`src/rtl/fetch_queue.sv`:
```
// Instruction fetch queue: issues reads at the current PC and buffers {instr, pc, pc+4} for decode.
// Optional stall statistics counter is enabled with `define FETCH_QUEUE_STATS_EN.
module fetch_queue #(
    parameter int N     = 32,
    parameter int DEPTH = 2
) (
    input  logic                       clk,
    input  logic                       reset,
    input  logic [N-1:0]               pc_value,
    output logic                       pc_enable,
    output logic                       imem_req,
    output logic [N-1:0]               imem_addr,
    input  logic [N-1:0]               imem_rdata,
    input  logic                       flush,
    input  logic                       id_ready,
    output logic                       id_valid,
    output logic [N-1:0]               id_instr,
    output logic [N-1:0]               id_pc,
    output logic [N-1:0]               id_pc_plus4,
    output logic [$clog2(DEPTH+1)-1:0] occupancy,
    output logic [31:0]                stall_count
);

    localparam int CW = $clog2(DEPTH + 1);
    localparam int PW = $clog2(DEPTH);

    logic [CW-1:0] count;
    logic          inflight;
    logic [PW-1:0] rd_ptr;
    logic [PW-1:0] wr_ptr;
    logic [N-1:0]  req_pc;

    logic [N-1:0]  instr_mem [DEPTH];
    logic [N-1:0]  pc_mem    [DEPTH];
    logic [N-1:0]  pcp4_mem  [DEPTH];

    logic          deq;
    logic          issue;
    logic          write;
    logic [CW:0]   pending;

    // An outstanding request already owns a slot, so only issue when it cannot overflow.
    assign pending   = {1'b0, count} + {{CW{1'b0}}, inflight} - {{CW{1'b0}}, deq};
    assign issue     = !flush && (pending < (CW+1)'(DEPTH));
    assign deq       = id_valid && id_ready;
    assign write     = inflight && !flush;

    assign id_valid    = (count != '0) && !flush;
    assign imem_req    = issue;
    assign pc_enable   = issue || flush;
    assign imem_addr   = pc_value;
    assign id_instr    = instr_mem[rd_ptr];
    assign id_pc       = pc_mem[rd_ptr];
    assign id_pc_plus4 = pcp4_mem[rd_ptr];
    assign occupancy   = count;

    always_ff @(posedge clk or negedge reset) begin
        if (!reset) begin
            count    <= '0;
            inflight <= 1'b0;
            rd_ptr   <= '0;
            wr_ptr   <= '0;
            req_pc   <= '0;
        end else if (flush) begin
            count    <= '0;
            inflight <= 1'b0;
            rd_ptr   <= '0;
            wr_ptr   <= '0;
        end else begin
            inflight <= issue;
            if (issue)
                req_pc <= pc_value;
            if (deq)
                rd_ptr <= rd_ptr + PW'(1);
            if (write)
                wr_ptr <= wr_ptr + PW'(1);
            count <= count + CW'(write) - CW'(deq);
        end
    end

    // Response data arrives one cycle after its request; req_pc remembers where it came from.
    always_ff @(posedge clk or negedge reset) begin
        if (!reset) begin
            for (int i = 0; i < DEPTH; i++) begin
                instr_mem[i] <= '0;
                pc_mem[i]    <= '0;
                pcp4_mem[i]  <= '0;
            end
        end else if (write) begin
            instr_mem[wr_ptr] <= imem_rdata;
            pc_mem[wr_ptr]    <= req_pc;
            pcp4_mem[wr_ptr]  <= req_pc + N'(4);
        end
    end

`ifdef FETCH_QUEUE_STATS_EN
    always_ff @(posedge clk or negedge reset) begin
        if (!reset)
            stall_count <= '0;
        else if (!pc_enable)
            stall_count <= stall_count + 32'd1;
    end
`else
    assign stall_count = '0;
`endif

endmodule

```
`config.mk`:
```
export PLATFORM = sky130hd
export DESIGN_NAME = fetch_queue
export DESIGN_NICKNAME = d
export VERILOG_FILES = /design/src/rtl/fetch_queue.sv
export SDC_FILE = /design/constraint.sdc
export NUM_CORES = 1
export LEC_CHECK = 0
export BUFFER_PORTS_ARGS = -buffer_cell sky130_fd_sc_hd__buf_2
export CAP_MARGIN = 40
export CORE_MARGIN = 4
export CORE_UTILIZATION = 40
export DETAILED_ROUTE_END_ITERATION = 8
export MAX_ROUTING_LAYER = met4
export PLACE_DENSITY_LB_ADDON = 0.1
export SLEW_MARGIN = 30
export SYNTH_ARGS = -nofsm -noshare
export SYNTH_HDL_FRONTEND = slang
export SYNTH_SLANG_ARGS = --single-unit
```
`constraint.sdc`:
```
create_clock -name clk -period 4.5 [get_ports clk]
set_input_delay 0.9 -clock clk [delete_from_list [all_inputs] [get_ports clk]]
set_output_delay 0.9 -clock clk [all_outputs]
set_load 0.05 [all_outputs]
```
==> out/results.tsv, run 1 <==
stage	metric	value	unit
synthesis	synth_warnings	0	
sta	post-route-period-util	0.8602	
finish	final_layout_size_suffix_gt1_frac	0.5080	
synthesis	yosysTopAreaCell	dfrtp_1	
die	initial_core_util	0.4113	
sta	fin_crit	3.871	ns
global_routing	grt_pass1_vias	6785	
critical_path	slowest_stage	dfrtp_1	
synthesis	synth_compound_area_frac	0.03499	
clocking	tritoncts	yes	
die	die_w	169.8	µm
die	dieArea	28850	µm²
sta	drv_slew	0	
detailed_routing	post_drt_wl_per_cell	17.32	µm
critical_path	critical_path_class	reg2out	
clocking	clk_pin_slew	0.06	ns
critical_path	endpoint_kind	output pin	
die	coreArea	25470	µm²
die	ioPinCount	233	
sta	rsz0062_at_grt	no	
finish	finish.utilization	0.4823	
sta	maxClockFrequency	0.2584	GHz
synthesis	synth_area_per_cell	12.67	µm²
global_routing	grt_pass1_wl	37030	µm
die	rows	58	
finish	num_antenna_cells	0	
synthesis	netlist_area	10480	µm²
detailed_routing	route.detailed.drc	0	
flow_run	max_cap_viol_count	0	
critical_path	critPathArrivalTime	2.97	ns
critical_path	crit_path_start_kind	register	
synthesis	synth_xor_area_frac	0.02675	
sta	hold_viol	0	
clocking	cts_max_level	1	
detailed_routing	dr.pass1.iters	4	
place	gp_congestion	0.7051	
synthesis	synth_seq_cells	225	
clocking	numCtsBuffers	26	
sta	final.setup.tns	0	ns
die	die_h	169.8	µm
detailed_routing	vias	6440	
synthesis	synth.top_cell.area_share	0.5374	
global_routing	track_usage	0.1627	
synthesis	synthAdderAreaFrac	0.006687	
sta	setup_violations	0	
critical_path	slowest_delay	0.46	ns
detailed_routing	routed_via_density	4.842	
run_status	outcome	finished clean	
critical_path	required	3.60	ns
global_routing	antenna_found_initial	0	
detailed_routing	wirelength	23040	µm
min_path	min_path_type	in2async	
detailed_routing	ant_nets	0	
clocking	clkLatencyLatePin	0.52	ns
place	dpl.hpwl	14850	µm
synthesis	ys_seq_area_frac	0.5374	
global_routing	grt_overflow	0	
synthesis	syn_inst	827	
clocking	clockBufferDepth	3	
finish	fin_nets	1057	
clocking	ctsResizeCount	0	
detailed_routing	drt_iter0_drc	290	
synthesis	yosys.cell_types.count	32	
clocking	hold_buffers	0	
sta	finClkSkew	0.01033	ns
clocking	post_cts_buffers	0	
critical_path	path_cells	nor2_1 -> nor2_2 -> and2_1 -> ha_1 -> nand2b_1 -> fa_1 -> xnor2_1 -> nand2_1 -> nor2_4 -> buf_2	
clocking	root_buffer	clkbuf_16	
place	port_buffers	200	
synthesis	synth-simple-area-share	0.05816	
sta	worst_pin_slew	0.7735	ns
synthesis	synth_area_leaders	dfrtp_1 54%, mux2_2 26%, buf_4 4.9%	
clocking	cts_sinks	225	
critical_path	cp_max_fo	5	
synthesis	muxShareOfSynthArea	0.2652	
synthesis	synth_top_family_by_area	multiplexers	
sta	slew_headroom	0.4804	
finish	syn_to_final_growth	17.24	%
global_routing	grt_max_degree	98	
-- worst paths after layout --
path | start | endpoint | slack, ns | cells after the start
max reg2reg | occupancy[1] | req_pc[31] | 1.30 | 11
max in group asynchronous | reset | instr_mem[14] | 3.12 | 2
min | reset | instr_mem[2] | 0.40 | 1
min in group clk | pcp4_mem[14] | pcp4_mem[14] | 0.47 | 2
min reg2reg | pcp4_mem[14] | pcp4_mem[14] | 0.47 | 2
max | occupancy[1] | imem_req | 0.63 | 10
-- metrics by stage --
step | cell area, µm² | hold slack, ns | instances | worst slack [ns]
after global routing | 12280 | 0.4522 | 1330 | 0.4799
after CTS | 12280 | 0.4328 | 1330 | 0.5695
after global placement | 11470 | 0.4567 | 1286 | 0.6602
after detailed placement | 11470 | 0.4655 | 1286 | 0.6192
after floorplan | 10600 | 0.4444 | 858 | 0.1623
final | 12280 | 0.4038 | 1330 | 0.6293
-- area by class of cell --
| cell class | instances | area, µm² |
|---|---|---|
| clock buffers | 42 | 802.0 |
| clock inverters | 2 | 10.01 |
| fillers | 2365 | 13190 |
| inverters | 9 | 33.78 |
| multi-input cells | 512 | 4243 |
| flip-flops and latches | 225 | 5634 |
| well taps | 330 | 412.9 |
| repair buffers | 210 | 1149 |
-- logic make-up after synthesis --
logic type	after synthesis
XOR/XNOR	32
flip-flops	225
other	1
AND/OR/NAND/NOR	128
AO/OA/AOI/OAI	68
buffers and inverters	121
adder cells (fa/ha/maj)	5
multiplexers	247
-- metal layers --
layer  GRT usage  up-vias  wire, µm
met2      0.2517      173     10390
met4     0.03325        0       443
li1            -     3066         -
met5           -        -         0
met1      0.2253     3166     10600
met3     0.03182       35      1611
-- placed cells by master, fill, tap and decap left out, drive strengths merged --
cell and instances:
mux2i 2, nor2b 1, dfrtp 225, clkbuf 42
xnor2 13, nor3 4, buf 210, nand4 6
mux2 245, nand3 20, ha 4, and3 3
o21ai 40, nand3b 1, a21oi 28, inv 9
nand2b 4, fa 1, and2 1, nor4 4
conb 32, xor2 19, nand2 45, nor2 39
clkinv 2
-- state kept, by name, indices dropped and copies added (netlist names) --
signal / flops
pc_mem: 60
instr_mem: 64
inflight: 1
rd_ptr: 1
pcp4_mem: 64
occupancy: 2
wr_ptr: 1
req_pc: 32
-- cells in the mapped netlist, drive strengths merged --
| cell | instances |
|---|---|
| and3 | 3 |
| clkbuf | 17 |
| fa | 1 |
| o21ai | 40 |
| nand3b | 1 |
| nand4 | 6 |
| dfrtp | 225 |
| nand3 | 20 |
| nor3 | 4 |
| xor2 | 19 |
| buf | 95 |
| a21oi | 28 |
| xnor2 | 13 |
| nand2 | 45 |
| conb | 1 |
| ha | 4 |
| nor4 | 4 |
| nor2 | 39 |
| nor2b | 1 |
| mux2i | 2 |
| nand2b | 4 |
| and2 | 1 |
| inv | 9 |
| mux2 | 245 |
-- critical path, delay by kind of cell (launching register included) --
kind                     cells  cell delay, ns
XOR/XNOR                     1            0.14
flip-flops                   1            0.46
buffers and inverters        1            0.31
AND/OR/NAND/NOR              6            0.87
adder cells (fa/ha/maj)      2            0.66
Power of run 1 is left out: the tool's default activity adds up to more than one toggle a clock period on the data nets, which glitch-free logic cannot reach.
==> run 2, diff against run 1 <==
CORE_UTILIZATION = 45   (was 40)
==> run 2 against run 1 <==
Sequential cell count is the same; utilization grew 6.0 points; clock skew grew 0.0070 ns; final cell count shrank 0.90%; critical path type unchanged.
==> out/results.tsv, run 2 (same netlist as run 1, synthesis figures left out) <==
stage	metric	value	unit
detailed_routing	ant_nets	0	
sta	worst_pin_slew	0.8028	ns
global_routing	track_usage	0.1739	
clocking	clk_pin_slew	0.06	ns
critical_path	required	3.60	ns
die	ioPinCount	233	
critical_path	r2r_slack	1.38	ns
global_routing	grt_pass1_wl	35890	µm
sta	rsz0062_at_grt	no	
finish	final_common_cell	mux2_2	
finish	regArea	5634	µm²
detailed_routing	dr.pass1.iters	4	
die	die_w	160.6	µm
detailed_routing	vias	6418	
critical_path	crit_path_start_kind	register	
sta	final.setup.tns	0	ns
sta	drv_slew	0	
critical_path	cp_max_fo	5	
sta	hold_viol	0	
critical_path	cp.depth	10	
detailed_routing	route.detailed.drc	0	
die	dieArea	25790	µm²
sta	slew_headroom	0.4608	
sta	fin_crit	3.826	ns
die	die_h	160.6	µm
sta	maxClockFrequency	0.2614	GHz
finish	reg_top3	instr_mem: 64 flops, pcp4_mem: 64 flops, pc_mem: 60 flops	
critical_path	crit_buf_inv	1	
sta	post-route-period-util	0.8501	
critical_path	endpoint_kind	output pin	
clocking	clockBufferDepth	3	
place	dpl.hpwl	14230	µm
finish	final_layout_size_suffix_gt1_frac	0.5124	
sta	finClkSkew	0.01738	ns
critical_path	worstSetupStartpoint	occupancy[1]	
global_routing	antenna_found_initial	0	
die	initial_core_util	0.4600	
critical_path	cp_top_family	simple AND/OR/NAND/NOR gates	
run_status	outcome	finished clean	
global_routing	grt_pass1_vias	6687	
sta	setup_violations	0	
critical_path	slowest_stage	dfrtp_1	
clocking	hold_buffers	0	
finish	final_cell_mix	245 x mux2_2, 224 x dfrtp_1, 199 x buf_2, 45 x nand2_1, 36 x nor2_1	
place	gp_congestion	0.7289	
critical_path	slowest_delay	0.45	ns
flow_run	max_cap_viol_count	0	
global_routing	grt_max_degree	120	
critical_path	critPathArrivalTime	2.93	ns
clocking	root_buffer	clkbuf_16	
clocking	numCtsBuffers	26	
finish	multi_input_area	4243	µm²
finish	num_antenna_cells	0	
critical_path	critical_path_class	reg2out	
clocking	ctsResizeCount	0	
clocking	post_cts_buffers	0	
detailed_routing	post_drt_wl_per_cell	16.59	µm
die	rows	55	
die	coreArea	22780	µm²
clocking	cts_sinks	225	
clocking	tritoncts	yes	
finish	syn_to_final_growth	17.85	%
clocking	clkLatencyLatePin	0.52	ns
detailed_routing	routed_via_density	4.869	
critical_path	reg2reg_depth	11	
critical_path	path_cells	nor2_1 -> nor2_2 -> and2_1 -> ha_1 -> nand2b_1 -> fa_1 -> xnor2_1 -> nand2_1 -> nor2_4 -> buf_2	
finish	fill_cells	2013	
critical_path	endpoint	imem_req	
detailed_routing	wirelength	21860	µm
global_routing	grt_overflow	0	
critical_path	worstReg2RegEnd	req_pc[3]	
min_path	min_path_type	in2async	
place	port_buffers	200	
critical_path	reg2reg_from	occupancy[1]	
finish	fin_nets	1058	
detailed_routing	drt_iter0_drc	265	
clocking	cts_max_level	1	
## run 2: cell types whose count changed in the layout (fill, tap and decap cells not counted)
| cell | change |
|---|---|
| clkinv_2 | +5 |
| buf_4 | -3 |
| buf_12 | +2 |
| clkbuf_1 | -2 |
| buf_16 | +1 |
| buf_6 | +1 |
| inv_8 | +1 |
## run 2: worst min-delay path by stage
| stage | from | endpoint | cells past startpoint |
|---|---|---|---|
| final | reset | instr_mem[7] | 1 |
| after global routing | reset | pcp4_mem[9] | 1 |
| after CTS | pcp4_mem[16] | pcp4_mem[16] | 2 |
| after floorplan | pc_mem[10] | pc_mem[10] | 2 |
| after global placement | pcp4_mem[14] | pcp4_mem[14] | 2 |
| after detailed placement | pcp4_mem[16] | pcp4_mem[16] | 2 |
## run 2: stage by stage
step	setup WS [ns]	hold WS [ns]	instance area (µm²)	cells	utilization
floorplan	0.1623	0.4444	10600	858	-
global placement	0.6602	0.4582	11470	1268	0.5035
detailed placement	0.6523	0.4659	11480	1269	0.5040
CTS	0.6252	0.4789	12320	1317	0.5409
global route	0.5226	0.2486	12350	1318	0.5421
finish	0.6745	0.2511	12350	1318	0.5421
## run 2: final cells by class
type | instances | share of cell area
Clock buffer | 40 | 0.06434
Clock inverter | 8 | 0.003749
Inverter | 9 | 0.002736
Multi-Input combinational cell | 512 | 0.3436
Sequential cell | 225 | 0.4563
Tap cell | 313 | 0.03172
Timing Repair Buffer | 211 | 0.09758
## run 2: per-layer routing
metal | part of all wire | global-route usage | up-vias | wire length [µm]
li1 | - | - | 3093 | -
met1 | 0.47 | 0.2396 | 3145 | 10300
met2 | 0.47 | 0.2736 | 153 | 10230
met3 | 0.046 | 0.03079 | 27 | 1015
met4 | 0.015 | 0.03559 | 0 | 318
met5 | 0 | - | - | 0
Power of run 2 is left out for the same reason.
